**config.mk**
```make
export PLATFORM = sky130hd
export DESIGN_NAME = lane_unstripe_sched
export DESIGN_NICKNAME = d
export VERILOG_FILES = /design/src/rtl/lane_unstripe_sched_pkg.sv /design/src/rtl/lane_unstripe_sched_fifo.sv /design/src/rtl/lane_unstripe_sched.sv
export SDC_FILE = /design/constraint.sdc
export NUM_CORES = 1
export LEC_CHECK = 0
export CELL_PAD_IN_SITES_DETAIL_PLACEMENT = 2
export CELL_PAD_IN_SITES_GLOBAL_PLACEMENT = 2
export CORE_MARGIN = 5
export CORE_UTILIZATION = 45
export CTS_BUF_LIST = sky130_fd_sc_hd__clkbuf_16
export DETAILED_ROUTE_END_ITERATION = 10
export PLACE_DENSITY_LB_ADDON = 0.1
export SLEW_MARGIN = 40
export SYNTH_ARGS = -nofsm -noshare
export SYNTH_HDL_FRONTEND = slang
export SYNTH_SLANG_ARGS = --single-unit
```
**constraint.sdc**
```tcl
create_clock -name clk_2f -period 4.8 [get_ports clk_2f]
set_input_delay 0.72 -clock clk_2f [delete_from_list [all_inputs] [get_ports clk_2f]]
set_output_delay 0.72 -clock clk_2f [all_outputs]
set_load 0.02 [all_outputs]
```
**src/rtl/lane_unstripe_sched_pkg.sv**
```systemverilog
`default_nettype none
// ============================================================================
// unstripe_pkg : shared types and constants for the lane un-striping scheduler
// Revision     : 1.0  initial release
// ============================================================================
package unstripe_pkg;

   localparam int BYTE_W = 8;

   localparam logic LANE0 = 1'b0;
   localparam logic LANE1 = 1'b1;

   typedef enum logic [0:0] {
      ALIGN = 1'b0,
      RUN   = 1'b1
   } state_t;

endpackage : unstripe_pkg
`default_nettype wire

```
**src/rtl/lane_unstripe_sched_fifo.sv**
```systemverilog
`default_nettype none
// ============================================================================
// lane_fifo : per-lane synchronous FIFO; a pop frees its slot for a write on
//             the same edge, so a full FIFO can pop and accept together.
// Revision  : 1.0  initial release
// ============================================================================
module lane_fifo
   import unstripe_pkg::*;
#(
   parameter int DEPTH = 4,
   parameter int W     = BYTE_W
) (
   input  logic                   clk,
   input  logic                   rst,
   input  logic                   flush,
   input  logic                   wr_en,
   input  logic [W-1:0]           wr_data,
   input  logic                   rd_en,
   output logic [W-1:0]           rd_data,
   output logic [$clog2(DEPTH):0] count
);

   localparam int AW = $clog2(DEPTH);
   localparam logic [AW:0] c_FULL = (AW+1)'(DEPTH);

   logic [W-1:0]  r_mem [DEPTH];
   logic [AW-1:0] r_wr_ptr;
   logic [AW-1:0] r_rd_ptr;
   logic [AW:0]   r_count;

   logic          w_do_rd;
   logic          w_do_wr;
   logic [AW:0]   w_eff_count;

   assign w_do_rd     = rd_en && (r_count != '0);
   assign w_eff_count = r_count - {{AW{1'b0}}, w_do_rd};
   assign w_do_wr     = wr_en && (w_eff_count < c_FULL);

   always_ff @(posedge clk) begin
      if (rst || flush) begin
         r_wr_ptr <= '0;
         r_rd_ptr <= '0;
         r_count  <= '0;
      end else begin
         if (w_do_wr) begin
            r_mem[r_wr_ptr] <= wr_data;
            r_wr_ptr        <= r_wr_ptr + 1'b1;
         end
         if (w_do_rd) begin
            r_rd_ptr <= r_rd_ptr + 1'b1;
         end
         r_count <= r_count + {{AW{1'b0}}, w_do_wr} - {{AW{1'b0}}, w_do_rd};
      end
   end

   assign rd_data = r_mem[r_rd_ptr];
   assign count   = r_count;

endmodule : lane_fifo
`default_nettype wire

```
**src/rtl/lane_unstripe_sched.sv**
```systemverilog
`default_nettype none
// ============================================================================
// lane_unstripe_sched : buffers two byte lanes, aligns them, then drains them
//                       strictly alternately (lane 0 first) onto one stream.
//                       Optional stall timeout: define UNSTRIPE_TIMEOUT_EN.
// Revision            : 1.0  initial release
// ============================================================================
module lane_unstripe_sched
   import unstripe_pkg::*;
#(
   parameter int DEPTH   = 4,
   parameter int TIMEOUT = 15
) (
   input  logic              clk_2f,
   input  logic              reset,
   input  logic [BYTE_W-1:0] lane_0,
   input  logic              valid_0,
   input  logic [BYTE_W-1:0] lane_1,
   input  logic              valid_1,
   output logic [BYTE_W-1:0] data_out,
   output logic              valid_out,
   output logic              aligned,
   output logic              overflow,
   output logic              timeout_err
);

   localparam int CW = $clog2(DEPTH) + 1;
   localparam logic [CW-1:0] c_FULL = CW'(DEPTH);

   if (TIMEOUT > 255 || DEPTH < 2) begin : g_param_range_bad
   end

   state_t            r_state;
   logic              r_sel;
   logic [BYTE_W-1:0] r_data;
   logic              r_valid;
   logic              r_overflow;

   logic [CW-1:0]     w_cnt0;
   logic [CW-1:0]     w_cnt1;
   logic [BYTE_W-1:0] w_head0;
   logic [BYTE_W-1:0] w_head1;
   logic              w_ne0;
   logic              w_ne1;
   logic              w_cur_ne;
   logic              w_end;
   logic              w_timeout;
   logic              w_flush;
   logic              w_pop;
   logic              w_pop0;
   logic              w_pop1;
   logic              w_ovf;

   assign w_ne0    = (w_cnt0 != '0);
   assign w_ne1    = (w_cnt1 != '0);
   assign w_cur_ne = (r_sel == LANE0) ? w_ne0 : w_ne1;

   // A burst only ends on a completed pair: sel back at lane 0 with nothing left.
   assign w_end  = (r_state == RUN) && (r_sel == LANE0) && !w_ne0 && !w_ne1;
   assign w_pop  = (r_state == RUN) && !w_end && !w_timeout && w_cur_ne;
   assign w_pop0 = w_pop && (r_sel == LANE0);
   assign w_pop1 = w_pop && (r_sel == LANE1);

   assign w_ovf = (valid_0 && (w_cnt0 == c_FULL) && !w_pop0) ||
                  (valid_1 && (w_cnt1 == c_FULL) && !w_pop1);

`ifdef UNSTRIPE_TIMEOUT_EN
   logic [7:0] r_stall_cnt;
   logic       r_timeout_err;

   assign w_timeout = (r_state == RUN) && (r_stall_cnt == 8'(TIMEOUT));

   always_ff @(posedge clk_2f) begin
      if (reset) begin
         r_stall_cnt   <= '0;
         r_timeout_err <= 1'b0;
      end else begin
         if (w_timeout) begin
            r_timeout_err <= 1'b1;
         end
         if ((r_state != RUN) || w_end || w_timeout || w_pop) begin
            r_stall_cnt <= '0;
         end else if (r_stall_cnt != 8'hFF) begin
            r_stall_cnt <= r_stall_cnt + 8'd1;
         end
      end
   end

   assign timeout_err = r_timeout_err;
`else
   assign w_timeout   = 1'b0;
   assign timeout_err = 1'b0;
`endif

   assign w_flush = w_timeout;

   lane_fifo #(
      .DEPTH   (DEPTH),
      .W       (BYTE_W)
   ) u_fifo0 (
      .clk     (clk_2f),
      .rst     (reset),
      .flush   (w_flush),
      .wr_en   (valid_0),
      .wr_data (lane_0),
      .rd_en   (w_pop0),
      .rd_data (w_head0),
      .count   (w_cnt0)
   );

   lane_fifo #(
      .DEPTH   (DEPTH),
      .W       (BYTE_W)
   ) u_fifo1 (
      .clk     (clk_2f),
      .rst     (reset),
      .flush   (w_flush),
      .wr_en   (valid_1),
      .wr_data (lane_1),
      .rd_en   (w_pop1),
      .rd_data (w_head1),
      .count   (w_cnt1)
   );

   always_ff @(posedge clk_2f) begin
      if (reset) begin
         r_state    <= ALIGN;
         r_sel      <= LANE0;
         r_data     <= '0;
         r_valid    <= 1'b0;
         r_overflow <= 1'b0;
      end else begin
         if (w_ovf) begin
            r_overflow <= 1'b1;
         end
         case (r_state)
            ALIGN: begin
               r_valid <= 1'b0;
               if (w_ne0 && w_ne1) begin
                  r_state <= RUN;
                  r_sel   <= LANE0;
               end
            end
            RUN: begin
               if (w_end) begin
                  r_state <= ALIGN;
                  r_valid <= 1'b0;
               end else if (w_timeout) begin
                  r_state <= ALIGN;
                  r_sel   <= LANE0;
                  r_valid <= 1'b0;
               end else if (w_pop) begin
                  r_data  <= (r_sel == LANE0) ? w_head0 : w_head1;
                  r_valid <= 1'b1;
                  r_sel   <= ~r_sel;
               end else begin
                  // Stall: hold data_out, wait for the lane whose turn it is.
                  r_valid <= 1'b0;
               end
            end
            default: begin
               r_state <= ALIGN;
               r_valid <= 1'b0;
            end
         endcase
      end
   end

   assign data_out  = r_data;
   assign valid_out = r_valid;
   assign aligned   = (r_state == RUN);
   assign overflow  = r_overflow;

endmodule : lane_unstripe_sched
`default_nettype wire
```
* After elaboration in Yosys (flattened, before gate mapping)
Memories as Yosys holds them, arrays and structs flattened. A register that Yosys moved wholly into a read port is not among the register bits.
Index checks and enable logic that the tools add are counted.
** Word-level totals
- Memories :: 2
- Register bits :: 26
- Memory bits (writable) :: 64
- Word-level logic and storage cells :: 81
- Output and inout bits :: 12
** Memory list
- u_fifo0.r_mem :: words 4, width 8, read ports 1, clocked after memory_dff 1, write ports 1, RTL line lane_unstripe_sched_fifo.sv:26 : logic [W-1:0] r_mem [DEPTH];
- u_fifo1.r_mem :: words 4, width 8, read ports 1, clocked after memory_dff 1, write ports 1, RTL line lane_unstripe_sched_fifo.sv:26
** Operators by class
- $add $sub $neg :: 10
- Magnitude comparators :: 2
- Muxes and demuxes :: 22
- Equality and inequality tests :: 5
- Reduce and logical (&&, ||, !) cells :: 26
- Bitwise gates (word level) :: 3
** Operators with widths (number)
- logical AND 1 bit :: 16
- two-way mux 1 bit :: 14
- subtractor 3 x 1 -> 3 bit :: 4
- adder 2 x 1 -> 2 bit, second input constant :: 4
- two-way mux 2 bit :: 4
- two-way mux 8 bit :: 1
- adder 3 x 1 -> 3 bit :: 2
- == test 3 bit, second input constant :: 2
- less-than comparator 3 bit, second input constant :: 2
- case mux 1 bit (2 select lines) :: 3
- AND reduction 3 bit :: 2
- nonzero test 3 bit :: 2
- logical NOT 1 bit :: 5
- != test 2 bit, second input constant :: 2
- inverter 1 bit :: 3
- != test 2 x 1 -> 1 bit, second input constant :: 1
- logical OR 1 bit :: 1

* Depth between registers and ports, before layout
Gate-level depths: netlist of run 1.
- Depth in word-level cells :: 15
- Gate-level depth with buffers :: 15
- Gate-level depth less buffers :: 13

* Hierarchy
Synthesis of run 1 repeated with hierarchy kept, for this count alone.
** Unflattened totals
- Cells, all modules :: 241
- Area, all modules :: 3880.0 um^2
** By module, submodules not included
- lane_fifo :: sequential area each 1141.1 um^2, area each 1635.3 um^2, instances 2, cells an instance 89
- lane_unstripe_sched :: sequential area each 240.2 um^2, area each 609.3 um^2, instances 1, cells an instance 63

* Least setup slack after synthesis of run 1
Ideal clock, no wire load.
- Kind :: reg2reg
- Start :: register u_fifo0.r_count[2] (netlist: u_fifo0.count[2])
- End :: register u_fifo0.r_count[2] (netlist: u_fifo0.count[2])
- Cell stages (with the launch flop) :: 16
- Arrival :: 2.721 ns
- Required time :: 4.722 ns
- Path slack :: 2.001 ns
- Cell sequence :: dfxtp_1 -> buf_6 -> or3_4 -> buf_6 -> nand2_1 -> inv_1 -> ha_1 -> ha_1 -> xor2_1 -> nor2_1 -> ha_1 -> inv_1 -> fa_1 -> xor2_1 -> and2_2 -> nor3_1
** Between the ends
- Longest elaborated chain between the ends :: 14
- Elaborated cells on any way between the ends :: 15
- Classes of those cells :: 3 x add/sub; 1 x order compare; 1 x mux; 10 x reduce/logical
** Ends and longest elaborated chain
- start: declaration :: RTL line lane_unstripe_sched_fifo.sv:29 : logic [AW:0] r_count;
- start signal: assignment :: RTL line lane_unstripe_sched_fifo.sv:52 : r_count <= r_count + {{AW{1'b0}}, w_do_wr} - {{AW{1'b0}}, w_do_rd};
- nonzero test 3 bit :: RTL line lane_unstripe_sched_fifo.sv:35, lane_unstripe_sched.sv:54
- logical NOT 1 bit :: RTL line lane_unstripe_sched.sv:59 : assign w_end = (r_state == RUN) && (r_sel == LANE0) && !w_ne0 && !w_ne1;
- logical AND 1 bit (2 in series) :: RTL line lane_unstripe_sched.sv:59
- logical NOT 1 bit :: RTL line lane_unstripe_sched.sv:60 : assign w_pop = (r_state == RUN) && !w_end && !w_timeout && w_cur_ne;
- logical AND 1 bit (2 in series) :: RTL line lane_unstripe_sched.sv:60
- logical AND 1 bit :: RTL line lane_unstripe_sched.sv:61 : assign w_pop0 = w_pop && (r_sel == LANE0);
- logical AND 1 bit :: RTL line lane_unstripe_sched_fifo.sv:35 : assign w_do_rd = rd_en && (r_count != '0);
- subtractor 3 x 1 -> 3 bit :: RTL line lane_unstripe_sched_fifo.sv:36 : assign w_eff_count = r_count - {{AW{1'b0}}, w_do_rd};
- less-than comparator 3 bit :: RTL line lane_unstripe_sched_fifo.sv:37 : assign w_do_wr = wr_en && (w_eff_count < c_FULL);
- logical AND 1 bit :: RTL line lane_unstripe_sched_fifo.sv:37
- adder 3 x 1 -> 3 bit :: RTL line lane_unstripe_sched_fifo.sv:52
- subtractor 3 x 1 -> 3 bit * :: RTL line lane_unstripe_sched_fifo.sv:52
Mark *: on every way between the ends. The rest lies on a longest branch, timed or not.
A chain may end at the register's enable or synchronous reset.

* Final worst setup path of run 1
- Start :: register u_fifo1.r_count[2] (netlist: u_fifo1.count[2])
- End :: register u_fifo1.r_count[2] (netlist: u_fifo1.count[2])
** Between the ends
- Longest elaborated chain between the ends :: 13
- Elaborated cells on any way between the ends :: 14
- Classes of those cells :: 3 x add/sub; 1 x order compare; 1 x mux; 9 x reduce/logical
** Ends and longest elaborated chain
- start: declaration :: RTL line lane_unstripe_sched_fifo.sv:29
- start signal: assignment :: RTL line lane_unstripe_sched_fifo.sv:52
- nonzero test 3 bit :: RTL line lane_unstripe_sched_fifo.sv:35, lane_unstripe_sched.sv:55
- logical NOT 1 bit :: RTL line lane_unstripe_sched.sv:59
- logical AND 1 bit :: RTL line lane_unstripe_sched.sv:59
- logical NOT 1 bit :: RTL line lane_unstripe_sched.sv:60
- logical AND 1 bit (2 in series) :: RTL line lane_unstripe_sched.sv:60
- logical AND 1 bit :: RTL line lane_unstripe_sched.sv:62 : assign w_pop1 = w_pop && (r_sel == LANE1);
- logical AND 1 bit :: RTL line lane_unstripe_sched_fifo.sv:35
- subtractor 3 x 1 -> 3 bit :: RTL line lane_unstripe_sched_fifo.sv:36
- less-than comparator 3 bit :: RTL line lane_unstripe_sched_fifo.sv:37
- logical AND 1 bit :: RTL line lane_unstripe_sched_fifo.sv:37
- adder 3 x 1 -> 3 bit :: RTL line lane_unstripe_sched_fifo.sv:52
- subtractor 3 x 1 -> 3 bit * :: RTL line lane_unstripe_sched_fifo.sv:52
Marks and branches as above.

==> qor.yml, run 1 <==
routedWlPerCell_um: 21.9
synth_cells: 257
synthTopCellsByArea: "edfxtp_1 (49%), dfxtp_1 (15%), mux4_2 (6.3%)"
totalNegativeSetupSlack_ps: 0
synth_mux_area_frac: 0.0970
synth_area_per_cell_um2: 15.2
finalCriticalPeriod_ps: 3270
pin_count: 32
cts_sinks: 94
hold_path_class: "reg -> reg"
cp.required_ps: 5030
drv.max_cap_violation_count: 0
synth-edff-count: 64
wl_met3_um: 177
wl_met2_mm: 4.73
utilization: 0.529
via_per_inst: 5.44
grt_overflow: 0
powerDensity_nw_per_um2: 474
grt_pass1_wl_mm: 13.7
rsz0062_at_grt: "false"
coreArea_um2: 8590
die_area_um2: 10600
dr.first_iter.drc_count: 72
synthTopCellsByCount: "edfxtp_1 (64), dfxtp_1 (30), a21oi_1 (22)"
hpwlAfterDp_mm: 6.19
synth.most_common_cell: "edfxtp_1"
crit_path_start_kind: "register"
htreeDepth: 3
synth_top_cell_by_area: "edfxtp_1"
synth_seq_cells: 94
drc: 0
synth_top_area_share: 0.492
clock_skew_ps: 8.14
vias: 2158
worstSetupPathType: "reg -> reg"
n_antenna_cell: 0
cts_tree: "built"
power_mw: 2.16
top_layer: "met4"
ant_nets: 0
clk_latency_ps: 350
worstMarginPinSlew_ps: 723
crit_path_end_kind: "register"
status: "finished clean"
cts_setup_buffers: 0
setup_violations: 0
worstPathMaxFanout: 14
synth-adder-area-share: 0.0551
num-nets-final: 320
p_leak_nw: 1.52
clk_path_buf_depth: 2
start_util: 0.455
yosysWarnings: 0
grt_max_degree: 31
ir_drop_v: 0.000183
cp.arrival_ps: 3500
clk_pin_slew_ps: 60
hold_violations: 0
fin_crit_sh: 0.681
fillers: 783
dieHeight_um: 103
synthFlopType: "edfxtp_1"
grt_usage: 0.179
first_global_vias: 2414
synth.distinct_cells: 36
syn_nets: 293
place_congestion: 0.701
antenna_found_initial: 0
die_x_um: 103
pre_cts_ws_ps: 1540
cts_hold_buf: 0
ys_seq_area_frac: 0.646
fmax_mhz: 306
relSlewSlack: 0.517
dr.pass1.iters: 4
synth_area_um2: 3910
cts_resized: 0
rows: 34
synthArstFlopShare: 0
drive_gt1_frac: 0.111
slew_viol_final: 0
synth_compound_area_frac: 0.0813
numPortBuffers: 30
synth_top_family_by_area: "multiplexers"
synth-xor-area-share: 0.0157
area_growth_pct: 16.3
setup_ws_ps: 1530
yosys.area_share.simple: 0.0589
holdWs_ps: 514
drt-total-wl_mm: 8.71
numCtsBuffers: 9
clockRootBuffer: "clkbuf_16"
drt-met1-wl_mm: 3.64
cell type report:
type / instances / area [um^2] / area share
repair buffers: 31 / 308 / 0.0677
flip-flops and latches: 94 / 2520 / 0.555
multi-input cells: 130 / 1210 / 0.267
clock inverters: 7 / 72.6 / 0.0160
inverters: 18 / 67.6 / 0.0149
well taps: 108 / 135 / 0.0297
clock buffers: 9 / 225 / 0.0496
per-layer routing:
| layer | vias to the layer above | track usage |
|---|---|---|
| met5 | - | 0 |
| met2 | 29 | 0.324 |
| met3 | 12 | 0.0315 |
| li1 | 1023 | - |
| met1 | 1094 | 0.211 |
| met4 | 0 | 0.0717 |
cell usage in the layout (no fill, tap or decap), types with 2 or more instances in the layout:
master	n
nor2b_1	4
fa_1	2
o211ai_1	8
clkbuf_16	9
or3_1	2
nor3_1	6
nand3_1	5
o21ai_0	7
nor2_1	7
clkdlybuf4s50_1	30
a32oi_1	8
mux4_1	5
and2_1	8
dfxtp_1	30
inv_6	2
edfxtp_1	64
inv_1	17
mux4_2	11
xor2_1	3
nand2_1	3
ha_1	14
a21oi_1	22
xnor2_1	4
power by group:
| group | leakage, nW | switching [mW] | internal, mW |
|---|---|---|---|
| Sequential | 0.824 | 0.0823 | 0.942 |
| Combinational | 0.551 | 0.239 | 0.177 |
| Clock | 0.144 | 0.311 | 0.406 |
| Total | 1.52 | 0.631 | 1.52 |
logic make-up after synthesis:
group | after synthesis
flops | 94
compound gates | 48
mux | 16
simple gates | 42
xor+xnor | 7
fa+ha+maj | 16
buf+inv | 33
other cells | 1
worst max-delay path, stage by stage, from the launching register on:
cell and delay [ps]:
dfxtp_1 420, o311ai_4 640, inv_2 220, ha_1 290, ha_1 230, xor2_1 300
nor2_1 80, ha_1 210, fa_1 380, xnor2_1 180, xnor2_1 140, nor2_1 50
worst paths after layout:
kind / from / endpoint / slack, ps / cells past startpoint
max: u_fifo1.count[2]$_SDFF_PP0_ / u_fifo1.count[2]$_SDFF_PP0_ / 1530 / 11
min: data_out[6]$_SDFFE_PP0P_ / data_out[6]$_SDFFE_PP0P_ / 510 / 2
max reg2reg: u_fifo1.count[2]$_SDFF_PP0_ / u_fifo1.count[2]$_SDFF_PP0_ / 1530 / 11
min reg2reg: data_out[6]$_SDFFE_PP0P_ / data_out[6]$_SDFFE_PP0P_ / 510 / 2
stage by stage:
stage	std cells	cell area, um^2
finish	397	4540
detailed placement	381	4250
CTS	397	4540
global placement	381	4240
global route	397	4540
floorplan	257	3910
sequential cells by signal, indices dropped and copies added, names as in the netlist, named ones only:
signal / flops
r_sel: 1
u_fifo1.count: 3
u_fifo1.r_mem: 32
u_fifo0.r_mem: 32
u_fifo0.r_rd_ptr: 2
overflow: 1
u_fifo1.r_wr_ptr: 2
valid_out: 1
u_fifo1.r_rd_ptr: 2
data_out: 8
u_fifo0.r_wr_ptr: 2
u_fifo0.count: 3
aligned: 1
(Power assumes the default switching activity.)
==> inputs of run 2 (changes only) <==
--- a/config.mk
+++ b/config.mk
@@ -8,7 +8,7 @@
 export CELL_PAD_IN_SITES_DETAIL_PLACEMENT = 2
 export CELL_PAD_IN_SITES_GLOBAL_PLACEMENT = 2
 export CORE_MARGIN = 5
-export CORE_UTILIZATION = 45
+export CORE_UTILIZATION = 42
 export CTS_BUF_LIST = sky130_fd_sc_hd__clkbuf_16
 export DETAILED_ROUTE_END_ITERATION = 10
 export PLACE_DENSITY_LB_ADDON = 0.1
==> constraint.sdc (replaced) <==
create_clock -name clk_2f -period 3.2 [get_ports clk_2f]
set_input_delay 0.48 -clock clk_2f [delete_from_list [all_inputs] [get_ports clk_2f]]
set_output_delay 0.48 -clock clk_2f [all_outputs]
set_load 0.02 [all_outputs]
==> run 2 against run 1 <==
Compared with the run above: non-clock buffer count up 5; sequential cell count is the same; register-to-register slack got worse by 1200 ps; fmax grew 13%; first-iteration DRC count fell by 9.7%.
==> qor.yml, run 2 (same netlist as run 1, synthesis figures left out) <==
drc: 0  # unchanged
first_global_vias: 2438  # +0.99%
ir_drop_v: 0.000240  # +31%
finalCriticalPeriod_ps: 2910  # -364 ps
wl_met3_um: 203  # +15%
r2r-start: "u_fifo0.count[1]$_SDFF_PP0_"
crit_path_start_kind: "register"
antenna_found_initial: 0  # unchanged
rsz0062_at_grt: "false"
grt_max_degree: 26  # -16%
hold_violations: 0  # unchanged
drv.max_cap_violation_count: 0  # unchanged
grt_pass1_wl_mm: 12.9  # -5.9%
dieHeight_um: 106  # +3.2%
dr.pass1.iters: 4  # unchanged
swShare: 0.302  # +0.00940
p_comb_frac: 0.211  # +0.018
cts_sinks: 94  # unchanged
clk_pin_slew_ps: 70  # about the same
powerDensity_nw_per_um2: 706  # +49%
hpwlAfterDp_mm: 5.60  # -9.5%
p_leak_nw: 1.54  # +1.6%
clock_skew_ps: 5.52  # -2.61 ps
start_util: 0.427  # -0.0278
relSlewSlack: 0.632  # +0.115
reg2reg_depth: 13  # +2
worstMarginPinSlew_ps: 551  # -173 ps
grt_overflow: 0  # unchanged
coreArea_um2: 9150  # +6.5%
status: "finished clean"
worstSetupPathType: "reg -> reg"
n_antenna_cell: 0  # unchanged
cts_setup_buffers: 0  # unchanged
final_common_cell: "edfxtp_1"
clockRootBuffer: "clkbuf_16"
fin_cells: 405  # +2.0%
net-switching-power_mw: 0.976  # +55%
top_layer: "met4"
power.clock.fraction: 0.321  # -0.011
p_int_mw: 2.25  # +48%
die_area_um2: 11300  # +6.4%
hold_path_class: "reg -> reg"
numPortBuffers: 30  # unchanged
place_inst: 389  # +2.1%
clk_path_buf_depth: 2  # unchanged
most-common-layout-cells: "edfxtp_1 (64), dfxtp_1 (30), clkdlybuf4s50_1 (30), a21oi_1 (22), inv_1 (17)"
place_congestion: 0.703  # +0.30%
vias: 2193  # +1.6%
ant_nets: 0  # unchanged
num-nets-final: 325  # +1.6%
reg2reg_slack_ps: 290  # -1240 ps
via_per_inst: 5.41  # -0.39%
worstPathMaxFanout: 12  # -2
setup_violations: 0  # unchanged
slew_viol_final: 0  # unchanged
wl_met2_mm: 4.06  # -14%
dr.first_iter.drc_count: 65  # -9.7%
fmax_mhz: 344  # +13%
drt-met1-wl_mm: 3.64  # +0.16%
clk_latency_ps: 340  # about the same
crit_path_end_kind: "register"
fillers: 831  # +6.1%
cp.required_ps: 3470  # -1560 ps
cts_tree: "built"
routedWlPerCell_um: 19.7  # -10%
hold_end: "data_out[1]$_SDFFE_PP0P_"
p_seq_frac: 0.468  # -0.007
numCtsBuffers: 9  # unchanged
drive_gt1_frac: 0.126  # +0.0151
cts_hold_buf: 0  # unchanged
rows: 35  # +2.9%
area_growth_pct: 16.9
cts_resized: 0  # unchanged
whs_path_depth: 2  # unchanged
grt_usage: 0.150  # -0.0293
totalNegativeSetupSlack_ps: 0  # unchanged
startpoint: "u_fifo0.count[1]$_SDFF_PP0_"
fin_crit_sh: 0.908  # +0.227
die_x_um: 106  # +3.2%
drt-total-wl_mm: 7.99  # -8.2%
r2r_end: "u_fifo0.count[2]$_SDFF_PP0_"
holdCritStartpoint: "data_out[1]$_SDFFE_PP0P_"
cp.arrival_ps: 3170  # -330 ps
htreeDepth: 3  # unchanged
pin_count: 32  # unchanged
run 2: power groups by stage:
stage               clock network, mW  logic, mW  registers [mW]
floorplan                           0      0.475            1.52
global placement                    0      0.659            1.54
detailed placement                  0      0.678            1.54
CTS                              1.06      0.688            1.51
global route                     1.12      0.744            1.53
finish                           1.04      0.680            1.51
run 2: worst max path at each step:
stage	to	slack, ps	depth (start not counted)
after floorplan	u_fifo0.count[2]$_SDFF_PP0_	400	15
after global placement	u_fifo0.count[2]$_SDFF_PP0_	400	13
after detailed placement	u_fifo0.count[2]$_SDFF_PP0_	280	13
after CTS	u_fifo0.count[2]$_SDFF_PP0_	260	13
after global routing	u_fifo0.count[2]$_SDFF_PP0_	150	13
final	u_fifo0.count[2]$_SDFF_PP0_	290	13
run 2: final cells by class:
cell class / instances / area (um^2) / share of cell area
sequential: 94 / 2520 / 0.552
multi-input combinational: 130 / 1210 / 0.264
timing repair buffer: 36 / 345 / 0.0756
clock buffer: 9 / 225 / 0.0493
tap: 111 / 139 / 0.0304
inverter: 18 / 67.6 / 0.0148
clock inverter: 7 / 62.6 / 0.0137
run 2: per-stage QoR:
stage          utilization  power (mW)  instance area, um^2  setup slack (ps)  hold WS, ps
3_3_place_gp         0.468        2.19                 4280               402          463
6_report             0.499        3.23                 4570               294          497
5_1_grt              0.499        3.40                 4570               149          524
3_5_place_dp         0.468        2.22                 4280               284          486
2_1_floorplan            -        2.00                 3910               401          454
4_1_cts              0.499        3.26                 4570               256          505
run 2: per-layer routing:
metal | global-route usage | vias to the layer above
met3 | 0.0352 | 8
met1 | 0.192 | 1122
met5 | 0 | -
met4 | 0.0438 | 0
li1 | - | 1036
met2 | 0.255 | 27
run 2: critical path, stage by stage, from the launching register on:
cell,delay [ps]
dfxtp_1,400
or3_4,440
nand2_1,130
inv_1,50
ha_1,210
ha_1,220
xor2_1,180
nor2_1,110
ha_1,160
inv_1,50
fa_1,380
xor2_1,170
and2_2,210
nor3_1,110
==> inputs of run 3 (changes only) <==
--- a/config.mk
+++ b/config.mk
@@ -7,6 +7,7 @@
 export LEC_CHECK = 0
 export CELL_PAD_IN_SITES_DETAIL_PLACEMENT = 2
 export CELL_PAD_IN_SITES_GLOBAL_PLACEMENT = 2
+export CORE_ASPECT_RATIO = 1.2
 export CORE_MARGIN = 5
 export CORE_UTILIZATION = 42
 export CTS_BUF_LIST = sky130_fd_sc_hd__clkbuf_16
==> constraint.sdc (replaced) <==
create_clock -name clk_2f -period 3 [get_ports clk_2f]
set_input_delay 0.45 -clock clk_2f [delete_from_list [all_inputs] [get_ports clk_2f]]
set_output_delay 0.45 -clock clk_2f [all_outputs]
set_load 0.02 [all_outputs]
==> run 3 against run 2 <==
Compared with the run above: setup slack got worse by 51 ps; register-to-register slack got worse by 50 ps; first-iteration DRC count up 4.6%; largest cell class unchanged; highest routed layer unchanged.
==> qor.yml, run 3 (same netlist as run 1, synthesis figures left out) <==
power_mw: 3.48  # +7.9%
reg2reg_slack_ps: 240  # -50 ps
drv.max_cap_violation_count: 0  # unchanged
slowest_delay_ps: 410  # -30 ps
cts_sinks: 94  # unchanged
slew_viol_final: 0  # unchanged
n_antenna_cell: 0  # unchanged
clockRootBuffer: "clkbuf_16"
hold_violations: 0  # unchanged
fin_cells: 417  # +3.0%
crit_path_start_kind: "register"
net-switching-power_mw: 0.996  # +2.1%
p_leak_nw: 1.56  # +1.3%
numPortBuffers: 30  # unchanged
cts_hold_buf: 0  # unchanged
worstMarginPinSlew_ps: 536  # -15.2 ps
clk_pin_slew_ps: 60  # about the same
grt_usage: 0.160  # +0.0103
fin_crit_sh: 0.919  # +0.0107
final_common_cell: "edfxtp_1"
htreeDepth: 3  # unchanged
p_comb_frac: 0.218  # +0.007
rows: 38  # +8.6%
power.clock.fraction: 0.322  # about the same
antenna_found_initial: 0  # unchanged
crit_slowest_cell: "or3_4"
p_int_mw: 2.49  # +10%
num-nets-final: 328  # +0.92%
fillers: 848  # +2.0%
ant_nets: 0  # unchanged
most-common-layout-cells: "edfxtp_1 (64), dfxtp_1 (30), clkdlybuf4s50_1 (30), a21oi_1 (22), inv_1 (18)"
dr.first_iter.drc_count: 68  # +4.6%
clk_path_buf_depth: 2  # unchanged
cp.arrival_ps: 3020  # -150 ps
grt_pass1_wl_mm: 13.6  # +5.5%
seqCellArea_um2: 2520  # unchanged
first_global_vias: 2454  # +0.66%
coreArea_um2: 9080  # -0.78%
totalNegativeSetupSlack_ps: 0  # unchanged
drc: 0  # unchanged
multi_input_area_um2: 1210  # +0.41%
cts_tree: "built"
drive_gt1_frac: 0.135  # +0.00883
crit_path_end_kind: "register"
grt_overflow: 0  # unchanged
startpoint: "u_fifo0.count[2]$_SDFF_PP0_"
path_cells: "or3_4 > nand2_1 > inv_1 > ha_1 > ha_1 > xor2_1 > nor2_1 > ha_1 > inv_1 > fa_1 > xor2_1 > and2_2 > nor3_2"
hold_path_class: "reg -> reg"
final_area_um2: 4620  # +1.1%
cp.depth: 13  # unchanged
fmax_mhz: 363  # +5.4%
swShare: 0.286  # -0.0164
pin_count: 32  # unchanged
dieHeight_um: 116  # +8.6%
worstSetupPathType: "reg -> reg"
place_congestion: 0.720  # +2.4%
dr.pass1.iters: 4  # unchanged
grt_max_degree: 26  # unchanged
routedWlPerCell_um: 19.9  # +0.94%
cp.required_ps: 3260  # -210 ps
numCtsBuffers: 9  # unchanged
ir_drop_v: 0.000389  # +62%
relSlewSlack: 0.642  # +0.0102
setup_violations: 0  # unchanged
clock_skew_ps: 4.25  # -1.27 ps
worstPathMaxFanout: 4  # -8
r2r-start: "u_fifo0.count[2]$_SDFF_PP0_"
place_inst: 400  # +2.8%
clk_latency_ps: 330  # about the same
finalCriticalPeriod_ps: 2760  # -149 ps
via_per_inst: 5.24  # -3.1%
drt-total-wl_mm: 8.31  # +3.9%
start_util: 0.430  # +0.00335
path_buf_inv: 2  # unchanged
cp-endpoint: "u_fifo0.count[2]$_SDFF_PP0_"
vias: 2187  # -0.27%
status: "finished clean"
p_seq_frac: 0.460  # -0.008
utilization: 0.509  # +0.00929
crit_top_cell: "ha_1"
reg2reg_depth: 13  # unchanged
place_area_um2: 4310  # +0.61%
rsz0062_at_grt: "false"
die_area_um2: 11300  # about the same
r2r_end: "u_fifo0.count[2]$_SDFF_PP0_"
die_x_um: 98.1  # -7.9%
area_growth_pct: 18.2
critical_path.top_delay_family: "adder cells"
powerDensity_nw_per_um2: 754  # +6.8%
hpwlAfterDp_mm: 6.13  # +9.4%
==> run 3: layout make-up <==
cell class              count  area share
clock inverters             7      0.0157
repair buffers             39      0.0797
clock buffers               9      0.0488
flip-flops and latches     94       0.546
well taps                 120      0.0325
multi-input cells         130       0.263
inverters                  18      0.0146
==> run 3: worst min-delay path by stage <==
stage                                                 from                               end  slack, ps  cells after the start
final                     u_fifo1.r_rd_ptr[0]$_SDFFE_PP0N_  u_fifo1.r_rd_ptr[0]$_SDFFE_PP0N_        490                      2
after global routing              data_out[3]$_SDFFE_PP0P_          data_out[3]$_SDFFE_PP0P_        530                      2
after CTS                 u_fifo1.r_rd_ptr[0]$_SDFFE_PP0N_  u_fifo1.r_rd_ptr[0]$_SDFFE_PP0N_        500                      2
after detailed placement  u_fifo1.r_rd_ptr[0]$_SDFFE_PP0N_  u_fifo1.r_rd_ptr[0]$_SDFFE_PP0N_        490                      2
after global placement    u_fifo1.r_rd_ptr[0]$_SDFFE_PP0N_  u_fifo1.r_rd_ptr[0]$_SDFFE_PP0N_        460                      2
after floorplan           u_fifo1.r_rd_ptr[0]$_SDFFE_PP0N_                          register        450                      2
==> run 3: power by group through the flow <==
stage | registers [mW] | logic, mW | clock network [mW]
2_1_floorplan | 1.63 | 0.507 | 0
3_3_place_gp | 1.63 | 0.723 | 0
3_5_place_dp | 1.63 | 0.743 | 0
4_1_cts | 1.61 | 0.757 | 1.15
5_1_grt | 1.62 | 0.844 | 1.22
6_report | 1.60 | 0.759 | 1.12
==> run 3: layer usage <==
metal,vias up,global-route usage,wire length (um)
li1,1041,-,-
met1,1113,0.185,3420
met2,25,0.294,4620
met3,8,0.0307,160
met4,0,0.0637,103
met5,-,0,0
==> run 3: what timing repair did <==
| action | in CTS | in global routing |
|---|---|---|
| buffers inserted | 0 | 1 |
| resized for setup | 0 | 1 |
| endpoints found under the setup margin | 0 | 1 |
==> run 3: worst reg2reg max path, cell delays in order (launching register included) <==
cell	delay, ps
dfxtp_1	320
or3_4	410
nand2_1	110
inv_1	50
ha_1	210
ha_1	230
xor2_1	180
nor2_1	120
ha_1	150
inv_1	50
fa_1	370
xor2_1	170
and2_2	200
nor3_2	110
==> run 3: through the flow <==
| stage | hold WS [ps] | setup WS [ps] |
|---|---|---|
| 6_report | 492 | 244 |
| 5_1_grt | 528 | 36.3 |
| 4_1_cts | 496 | 68.6 |
| 3_5_place_dp | 488 | 153 |
| 3_3_place_gp | 463 | 247 |
| 2_1_floorplan | 454 | 201 |
